[src/rtl/serial_receiver_pkg.sv]
// Shared frame-format definitions for the serial link (receiver and transmitter).
package serial_receiver_pkg;

  // Default number of data bits carried by one frame.
  localparam int DEFAULT_WIDTH = 8;

  // Receiver/transmitter frame-phase encoding; both ends agree on these values.
  typedef enum logic [1:0] {
    IDLE   = 2'd0,
    DATA   = 2'd1,
    PARITY = 2'd2,
    STOP   = 2'd3
  } rx_state_t;

  // Counter width able to hold the values 0..w.
  function automatic int cnt_width(input int w);
    return (w < 1) ? 1 : $clog2(w + 1);
  endfunction

endpackage

[src/rtl/serial_shift_in.sv]
// Data-bit shift register and bit counter for the serial receiver.
// clr has priority over shift_en; last_bit flags the tick that completes the word.
module serial_shift_in
  import serial_receiver_pkg::*;
#(
  parameter int WIDTH     = DEFAULT_WIDTH,
  parameter bit MSB_FIRST = 1'b1
) (
  input  logic             clock,
  input  logic             reset,
  input  logic             shift_en,
  input  logic             clr,
  input  logic             bit_in,
  output logic [WIDTH-1:0] word,
  output logic             last_bit
);

  localparam int CW = cnt_width(WIDTH);

  logic [WIDTH-1:0] word_q;
  logic [WIDTH-1:0] word_d;
  logic [CW-1:0]    cnt_q;
  logic [CW-1:0]    cnt_d;

  // Per-bit next value: MSB-first shifts left (new bit at LSB),
  // LSB-first shifts right (new bit at MSB).
  genvar gi;
  generate
    for (gi = 0; gi < WIDTH; gi++) begin : g_bit
      if (MSB_FIRST) begin : g_msb
        if (gi == 0) begin : g_in
          assign word_d[gi] = bit_in;
        end else begin : g_mv
          assign word_d[gi] = word_q[gi-1];
        end
      end else begin : g_lsb
        if (gi == WIDTH - 1) begin : g_in
          assign word_d[gi] = bit_in;
        end else begin : g_mv
          assign word_d[gi] = word_q[gi+1];
        end
      end
    end
  endgenerate

  assign cnt_d = cnt_q + CW'(1);

  // Shift register and counter: cleared at the start bit, advanced on data ticks.
  always_ff @(posedge clock or posedge reset) begin
    if (reset) begin
      word_q <= '0;
      cnt_q  <= '0;
    end else if (clr) begin
      word_q <= '0;
      cnt_q  <= '0;
    end else if (shift_en) begin
      word_q <= word_d;
      cnt_q  <= cnt_d;
    end
  end

  assign word     = word_q;
  assign last_bit = (cnt_q == CW'(WIDTH - 1));

endmodule

[src/rtl/serial_receiver.sv]
// Framed serial receiver: start / data / optional parity / stop, sampled on enable ticks.
// Good words are held on qout with a valid/ack handshake; errors are sticky flags.
module serial_receiver
  import serial_receiver_pkg::*;
#(
  parameter int WIDTH      = DEFAULT_WIDTH,
  parameter bit MSB_FIRST  = 1'b1,
  parameter bit PARITY_EN  = 1'b0,
  parameter bit PARITY_ODD = 1'b0
) (
  input  logic             clock,
  input  logic             reset,
  input  logic             enable,
  input  logic             serialin,
  input  logic             ack,
  output logic [WIDTH-1:0] qout,
  output logic             valid,
  output logic             co,
  output logic             busy,
  output logic             frame_err,
  output logic             parity_err,
  output logic             overrun
);

  rx_state_t        state_q;
  logic [WIDTH-1:0] qout_q;
  logic             valid_q;
  logic             co_q;
  logic             frame_err_q;
  logic             parity_err_q;
  logic             overrun_q;
  logic             par_bad_q;

  logic [WIDTH-1:0] word;
  logic             last_bit;
  logic             shift_en;
  logic             clr;
  logic             stop_tick;
  logic             valid_hold;
  logic             frame_good;
  logic             par_calc_bad;

  assign shift_en  = enable && (state_q == DATA);
  assign clr       = enable && (state_q == IDLE) && !serialin;
  assign stop_tick = enable && (state_q == STOP);

  // valid after this edge's handshake, before any new word is considered;
  // an ack on the completion edge frees the slot so the new word can load.
  assign valid_hold = valid_q && !ack;

  // Data bits XOR parity bit must equal 1 for odd parity, 0 for even.
  assign par_calc_bad = ((^word) ^ serialin) != PARITY_ODD;

  // A frame is good when its stop bit is high and its parity (if any) matched.
  assign frame_good = serialin && !par_bad_q;

  serial_shift_in #(
    .WIDTH    (WIDTH),
    .MSB_FIRST(MSB_FIRST)
  ) u_shift (
    .clock   (clock),
    .reset   (reset),
    .shift_en(shift_en),
    .clr     (clr),
    .bit_in  (serialin),
    .word    (word),
    .last_bit(last_bit)
  );

  // Frame FSM with registered word, handshake, completion pulse and sticky error flags.
  always_ff @(posedge clock or posedge reset) begin
    if (reset) begin
      state_q      <= IDLE;
      qout_q       <= '0;
      valid_q      <= 1'b0;
      co_q         <= 1'b0;
      frame_err_q  <= 1'b0;
      parity_err_q <= 1'b0;
      overrun_q    <= 1'b0;
      par_bad_q    <= 1'b0;
    end else begin
      co_q    <= stop_tick;
      valid_q <= valid_hold;
      if (enable) begin
        case (state_q)
          IDLE: begin
            if (!serialin) begin
              state_q   <= DATA;
              par_bad_q <= 1'b0;
            end
          end
          DATA: begin
            if (last_bit) begin
              state_q <= PARITY_EN ? PARITY : STOP;
            end
          end
          PARITY: begin
            par_bad_q <= par_calc_bad;
            state_q   <= STOP;
          end
          STOP: begin
            state_q <= IDLE;
            if (!serialin) begin
              frame_err_q <= 1'b1;
            end
            if (par_bad_q) begin
              parity_err_q <= 1'b1;
            end
            if (frame_good) begin
              if (!valid_hold) begin
                qout_q  <= word;
                valid_q <= 1'b1;
              end else begin
                overrun_q <= 1'b1;
              end
            end
          end
          default: state_q <= IDLE;
        endcase
      end
    end
  end

  assign qout       = qout_q;
  assign valid      = valid_q;
  assign co         = co_q;
  assign busy       = (state_q != IDLE);
  assign frame_err  = frame_err_q;
  assign parity_err = parity_err_q;
  assign overrun    = overrun_q;

endmodule

[config.mk]
export PLATFORM = sky130hd
export DESIGN_NAME = serial_receiver
export DESIGN_NICKNAME = d
export VERILOG_FILES = /design/src/rtl/serial_receiver_pkg.sv /design/src/rtl/serial_shift_in.sv /design/src/rtl/serial_receiver.sv
export SDC_FILE = /design/constraint.sdc
export NUM_CORES = 1
export LEC_CHECK = 0
export CORE_UTILIZATION = 47
export CTS_CLUSTER_DIAMETER = 100
export DETAILED_ROUTE_END_ITERATION = 7
export MAX_ROUTING_LAYER = met4
export PLACE_DENSITY = 0.74
export SLEW_MARGIN = 5
export SYNTH_ARGS = -nofsm -noshare
export SYNTH_HDL_FRONTEND = slang
export SYNTH_HIERARCHICAL = 1
export SYNTH_SLANG_ARGS = --single-unit
[constraint.sdc]
create_clock -name clock -period 1.59 [get_ports clock]
set_input_delay 0.318 -clock clock [delete_from_list [all_inputs] [get_ports clock]]
set_output_delay 0.318 -clock clock [all_outputs]
set_load 0.05 [all_outputs]
Word-level counts from Yosys, hierarchy flattened. Index checks and enable logic that the tools add are counted.

Register bits after elaboration: 28. Bits of input ports: 5. Output and inout port bits: 14. Word-level logic and storage cells: 52.

$add $sub $neg: 1. Equality and inequality tests: 6. Mux-type cells: 12. Bitwise gates (word level): 3. Reduce and logical (&&, ||, !) cells: 20.

Operators by type and width (number): $mux W8 (2); $reduce_and A3 Y1 (4); $mux W4 (2); $pmux W2 S4 (1); $reduce_and A4 Y1 (2); $reduce_xor A8 Y1 (1); $logic_and A1 B1 Y1 (6); $reduce_bool A2 Y1 (3); $add A4 B1 Y4 const B (1); $eq A2 B2 Y1 const B (2); $eq A4 B3 Y1 const B (1); $mux W1 (4); $mux W2 (2); $ne A2 B2 Y1 const B (2); $logic_not A1 Y1 (3); $eq A2 B1 Y1 const B (1); $logic_not A2 Y1 (1); $not A1 Y1 (2); $pmux W1 S2 (1); $xor A1 B1 Y1 (1).

Logic depth before layout (Yosys ltp). Gate-level depths: netlist of run 1.

Depth after elaboration: 5. Gate-level depth with buffers: 6.

Hierarchy. The synthesis of run 1 kept the hierarchy.

Modules (own cells, without submodules): serial_receiver (times used 1, cells each 60, area an instance 768.2 um2); serial_shift_in (times used 1, cells each 45, area an instance 530.5 um2).

Least setup slack after synthesis of run 1. Ideal clock, no wire load.

Path type: register -> register. Start: register state_q[0]. End: register qout_q[0] (netlist: qout[0]). Arrival time: 1421 ps. Required time: 1465 ps. Path slack: 44 ps. Stages on the path, launching flop included: 7. Cells stage by stage: dfrtp_1 > ha_1 > and2_1 > nand3b_1 > nor2b_1 > buf_2 > mux2_2.

Longest elaborated chain between the ends: 2.

RTL lines: from (decl) (RTL line serial_receiver.sv:25) `rx_state_t state_q;`; from (signal assigned) (RTL line serial_receiver.sv:94) `state_q <= PARITY_EN ? PARITY : STOP;`; $eq A2 B2 Y1 (RTL line serial_receiver.sv:85) `case (state_q)`; $reduce_and A4 Y1 (no source line); to (signal assigned) (RTL line serial_receiver.sv:111) `qout_q <= word;`; to (decl) (RTL line serial_receiver.sv:26) `logic [WIDTH-1:0] qout_q;`.

No other way between the ends. A chain may end at the register's enable or synchronous reset.

Worst setup path after layout of run 1.
Start: register state_q[1]. End: register qout_q[7] (netlist: qout[7]).

The elaborated chain is that of the path after synthesis.

==> flow_metrics.env, run 1 <==
export IMPL_overflow=0
export IMPL_crit_path_end_kind="register"
export IMPL_critPathMaxFanout=8
export IMPL_final_common_cell="buf_4"
export IMPL_hold_path_class="input pin to async pin"
export IMPL_final_nets=157
export IMPL_dieHeight_um=54.57
export IMPL_routed_wl_um=2666
export IMPL_fin_ws_ps=-42.74
export IMPL_finalWeightedCongestion=0.7712
export IMPL_placed_area_um2=1578
export IMPL_drtAntennaViolNets=0
export IMPL_antennaDiodeCount=0
export IMPL_slew_headroom=0.6902
export IMPL_ios=19
export IMPL_power_density_nw_per_um2=2070
export IMPL_syn_nets=116
export IMPL_stdcell_count=175
export IMPL_cts_root_buf="clkbuf_4"
export IMPL_pre_cts_ws_ps=-392.8
export IMPL_crit_path_start_kind="register"
export IMPL_min_period_ps=1633
export IMPL_post_dp_hpwl_um=1846
export IMPL_cts_tree="done"
export IMPL_design_area_um2=1770
export IMPL_seq_area_frac_synth=0.5395
export IMPL_grt_pass1_wl_um=4209
export IMPL_seqCellArea_um2=700.7
export IMPL_avgViaCountPerCell=5.029
export IMPL_critPathSlowestCell="dfrtp_1"
export IMPL_ys_seq_elements=28
export IMPL_initial_utilization=0.5103
export IMPL_timing_clock_skew_ps=6.567
export IMPL_r2r_start="state_q[1]"
export IMPL_die_w_um=54.57
export IMPL_violations="negative setup slack"
export IMPL_crit_top_cell="buf_6"
export IMPL_postSynthAreaPerCell_um2=12.37
export IMPL_numCtsBuffers=3
export IMPL_finalSetupViolCount=9
export IMPL_yosysUniqueCellTypes=26
export IMPL_ys_async_sr_fraction=1.000
export IMPL_finalHoldViolations=0
export IMPL_grt_pass1_vias=889
export IMPL_yosys_warnings=6
export IMPL_status="finished with violations"
export IMPL_p_leak_nw=0.8955
export IMPL_clockBufferDepth=2
export IMPL_fmaxAchievable_mhz=612.5
export IMPL_totalPowerFinal_mw=3.664
export IMPL_cp_required_ps=1820
export IMPL_core_um2=2545
export IMPL_synth_flop_cell="dfrtp_1"
export IMPL_clock_sinks=28
export IMPL_areaGrowthSynthToFinish_pct=36.32
export IMPL_h_tree_depth=1
export IMPL_drc=0
export IMPL_worstMarginPinSlew_ps=464.1
export IMPL_path_clk_slew_ps=140
export IMPL_drtPass1Iterations=6
export IMPL_crit_type="register to register"
export IMPL_clk_latency_ps=330
export IMPL_drt_initial_drc_count=5
export IMPL_holdWs_ps=208.0
export IMPL_placed_cells=164
export IMPL_fill_cells=179
export IMPL_final_cell_mix="buf_4, dfrtp_1, nor2_1"
export IMPL_synthCells=105
export IMPL_ir_drop_mv=1.614
export IMPL_fin_crit_sh=1.027
export IMPL_track_usage=0.2149
export IMPL_rsz0062_at_grt="true"
export IMPL_multi_input_area_um2=621.8
export IMPL_hold_buffers=0
export IMPL_arrival_ps=1860
export IMPL_die_area_um2=2977
export IMPL_grt_max_degree=17
export IMPL_wire_per_inst_um=15.23
export IMPL_cap_viol_max_count=0
export IMPL_vias=880
export IMPL_crit_path_start="state_q[1]"
export IMPL_synth_area_um2=1299
export IMPL_path_cells="buf_6, ha_4, and2_4, nand3b_1, nor2b_2, buf_6, mux2_4"
export IMPL_numPortBuffers=18
export IMPL_drive_gt1_frac=0.4069
export IMPL_fp_row_count=18
export IMPL_synth_edf_count=0
export IMPL_cp_slowest_stage_delay_ps=430
export IMPL_final_max_slew_viol_count=0
export IMPL_antenna_found_initial=0
-- metrics by stage --
stage	TNS, ps	utilization
6_report	-297.3	0.6957
5_1_grt	-987.5	0.6957
4_1_cts	-329.0	0.6888
3_5_place_dp	-2996	0.6200
3_3_place_gp	-2576	0.6200
2_1_floorplan	0	-
-- flip-flops by register name (all words and copies together), names as in the netlist --
| signal | flops |
|---|---|
| state_q | 2 |
| co | 1 |
| valid | 1 |
| parity_err | 1 |
| overrun | 1 |
| u_shift/word | 8 |
| par_bad_q | 1 |
| frame_err | 1 |
| u_shift/cnt_q | 4 |
| qout | 8 |
-- worst paths after layout --
check / cells past startpoint / to / slack (ps)
min in group clock: 1 / parity_err / 480
max in group asynchronous: 2 / u_shift/word[5] / 930
setup reg to reg: 7 / qout[7] / -40
hold / removal: 2 / state_q[1] / 210
setup / recovery: 7 / qout[7] / -40
hold reg to reg: 1 / parity_err / 480
-- layout make-up --
type	count	share of cell area
Inverter	7	0.01625
Multi-Input combinational cell	67	0.3512
Sequential cell	28	0.3958
Clock buffer	3	0.01272
Clock inverter	1	0.01696
Tap cell	30	0.02120
Timing Repair Buffer	39	0.1859
-- synthesized netlist by cell type, types with 2 or more instances --
| library cell | count | area [µm²] |
|---|---|---|
| buf_2 | 2 | 10.01 |
| ha_1 | 6 | 75.07 |
| o21ai_0 | 3 | 15.01 |
| mux2_2 | 9 | 101.4 |
| dfrtp_1 | 28 | 700.7 |
| inv_1 | 7 | 26.28 |
| xnor2_1 | 6 | 52.55 |
| a21o_1 | 2 | 15.01 |
| nand3b_1 | 2 | 15.01 |
| mux2i_1 | 9 | 90.09 |
| nand2_1 | 3 | 11.26 |
| nor2b_1 | 2 | 12.51 |
| nor2_1 | 12 | 45.04 |
| and2_1 | 2 | 12.51 |
-- report_power, final --
group / leakage [nW] / internal, mW / switching (mW)
Sequential: 0.366 / 0.969 / 0.242
Combinational: 0.501 / 0.953 / 1.04
Clock: 0.0279 / 0.255 / 0.207
Total: 0.896 / 2.18 / 1.49
-- cells by family after synthesis --
family                     Yosys count  synth area share
and+or+nand+nor                     24           0.08863
AOI/OAI and AO/OA                   10           0.05394
DFF                                 28            0.5395
muxes                               19            0.1590
xor gates and xnor gates             8           0.06455
buffers and inverters               10           0.03661
adders and majority gates            6           0.05780
-- routing by layer --
| layer | GRT usage | vias to the layer above | wire, µm |
|---|---|---|---|
| met5 | - | - | 0 |
| met4 | 0.09829 | 0 | 43 |
| met3 | 0.04167 | 4 | 64 |
| li1 | - | 429 | - |
| met2 | 0.3394 | 16 | 1359 |
| met1 | 0.2643 | 431 | 1198 |
-- timing repair --
action | CTS | global route
buffers inserted | 7 | 1
endpoints found under the setup margin | 10 | 13
pin swaps | 3 | 1
gates resized for setup | 21 | 5
hold endpoints to repair | 0 | 0
cloned | 0 | 0
-- critical path: cells and delay by family (launching register included) --
family        cells  cell delay, ps
buf+inv           2             300
simple gates      3             390
fa+ha+maj         1             110
flops             1             430
mux               1             310
(Power assumes the default switching activity.)
==> run 2, diff against run 1 <==
--- a/config.mk
+++ b/config.mk
@@ -5,9 +5,10 @@
 export SDC_FILE = /design/constraint.sdc
 export NUM_CORES = 1
 export LEC_CHECK = 0
-export CORE_UTILIZATION = 47
+export CORE_UTILIZATION = 55
 export CTS_CLUSTER_DIAMETER = 100
 export DETAILED_ROUTE_END_ITERATION = 7
+export DONT_BUFFER_PORTS = 1
 export MAX_ROUTING_LAYER = met4
 export PLACE_DENSITY = 0.74
 export SLEW_MARGIN = 5
==> flow_metrics.env, run 2 (synthesis gave the netlist of run 1 again) <==
export IMPL_track_usage=0.1968
export IMPL_rr_endpoint="qout[6]"
export IMPL_p_leak_nw=0.7691
export IMPL_avgViaCountPerCell=5.373
export IMPL_final_nets=134
export IMPL_post_dp_hpwl_um=1552
export IMPL_cp_endpoint="qout[6]"
export IMPL_ios=19
export IMPL_crit_path_end_kind="register"
export IMPL_cp_required_ps=1810
export IMPL_rsz0062_at_grt="true"
export IMPL_crit_path_start="state_q[1]"
export IMPL_grt_pass1_vias=817
export IMPL_final_max_slew_viol_count=0
export IMPL_drc=0
export IMPL_post_route_util=0.6974
export IMPL_worst_r2r_cell_count=6
export IMPL_routed_wl_um=2212
export IMPL_cts_root_buf="clkbuf_4"
export IMPL_fin_ws_ps=-10.19
export IMPL_drt_initial_drc_count=15
export IMPL_status="finished with violations"
export IMPL_antennaDiodeCount=0
export IMPL_overflow=0
export IMPL_fin_crit_sh=1.006
export IMPL_antenna_found_initial=0
export IMPL_vias=806
export IMPL_totalPowerFinal_mw=3.236
export IMPL_wl_met1_um=993
export IMPL_timing_clock_skew_ps=5.382
export IMPL_violations="negative setup slack"
export IMPL_crit_path_start_kind="register"
export IMPL_grt_max_degree=17
export IMPL_grt_pass1_wl_um=3553
export IMPL_numPortBuffers=0
export IMPL_drive_gt1_frac=0.2951
export IMPL_r2r_slack_ps=-10
export IMPL_clk_latency_ps=320
export IMPL_hold_path_class="input pin to register"
export IMPL_crit_type="register to register"
export IMPL_critPathMaxFanout=8
export IMPL_final_cell_mix="dfrtp_1, buf_4, nor2_1"
export IMPL_ir_drop_mv=1.414
export IMPL_path_clk_slew_ps=140
export IMPL_wire_per_inst_um=14.75
export IMPL_arrival_ps=1820
export IMPL_initial_utilization=0.5871
export IMPL_dr_wl_met3_um=99
export IMPL_numCtsBuffers=3
export IMPL_route_met2_wl_um=1101
export IMPL_areaGrowthSynthToFinish_pct=18.79
export IMPL_die_w_um=50.60
export IMPL_cap_viol_max_count=0
export IMPL_design_area_um2=1543
export IMPL_dieHeight_um=50.60
export IMPL_slew_headroom=0.5964
export IMPL_die_area_um2=2560
export IMPL_clockBufferDepth=2
export IMPL_finalSetupViolCount=8
export IMPL_placed_area_um2=1388
export IMPL_maxUsedRoutingLayer="met4"
export IMPL_fp_row_count=17
export IMPL_drtPass1Iterations=4
export IMPL_min_period_ps=1600
export IMPL_fmaxAchievable_mhz=624.9
export IMPL_final_common_cell="dfrtp_1"
export IMPL_cts_tree="done"
export IMPL_worstMarginPinSlew_ps=604.7
export IMPL_clock_sinks=28
export IMPL_tns_ps=-49.11
export IMPL_h_tree_depth=1
export IMPL_r2r_start="state_q[1]"
export IMPL_core_um2=2212
export IMPL_finalWeightedCongestion=0.7420
export IMPL_power_density_nw_per_um2=2098
export IMPL_drtAntennaViolNets=0
export IMPL_finalHoldViolations=0
==> run 2: worst max-delay path, stage by stage, from the launching register on <==
cell	delay, ps
dfrtp_1	440
ha_2	190
and2_4	130
nand3b_1	90
nor2b_1	150
buf_6	180
mux2_4	310
==> run 2: layout make-up <==
class	instances	area, µm²
flip-flops and latches	28	700.7
multi-input cells	67	598.1
inverters	7	26.28
clock buffers	3	22.52
repair buffers	16	130.1
well taps	28	35.03
clock inverters	1	30.03
fillers	172	669.4
==> run 2: routing by layer <==
metal,up-vias,global-route usage
met5,-,-
met4,0,0.08796
met3,2,0.03939
met2,16,0.3111
met1,406,0.2445
li1,382,-
==> run 2: what timing repair did <==
item                       CTS  global route
hold endpoints to repair    28             0
setup endpoints to repair    9            11
resized for setup            2            16
buffers inserted             2             3
hold buffers                 1             0
pin swaps                    0             3
==> run 2: worst min-delay path by stage <==
stage / startpoint / endpoint / slack, ps / cells after the start
final: serialin / u_shift/word[0] / 160 / 2
after global routing: serialin / u_shift/word[0] / 140 / 2
after floorplan: reset / u_shift/cnt_q[0] / 180 / 1
after detailed placement: reset / u_shift/cnt_q[0] / 250 / 1
after CTS: serialin / u_shift/word[0] / 150 / 2
after global placement: reset / u_shift/cnt_q[0] / 240 / 1
==> run 2: power breakdown <==
group	internal, mW	total, mW	leakage, nW	switching (mW)
Sequential	0.963	1.57	0.366	0.605
Combinational	0.690	1.21	0.375	0.521
Clock	0.255	0.457	0.0279	0.202
Total	1.91	3.24	0.769	1.33
==> run 2: stage by stage <==
step | setup WS, ps | std cells | hold WS [ps]
floorplan | 44.17 | 105 | 182.7
global placement | 56.08 | 140 | 242.3
detailed placement | 0.3391 | 140 | 249.4
CTS | 5.193 | 147 | 151.3
global route | -88.35 | 150 | 143.4
finish | -10.19 | 150 | 158.9
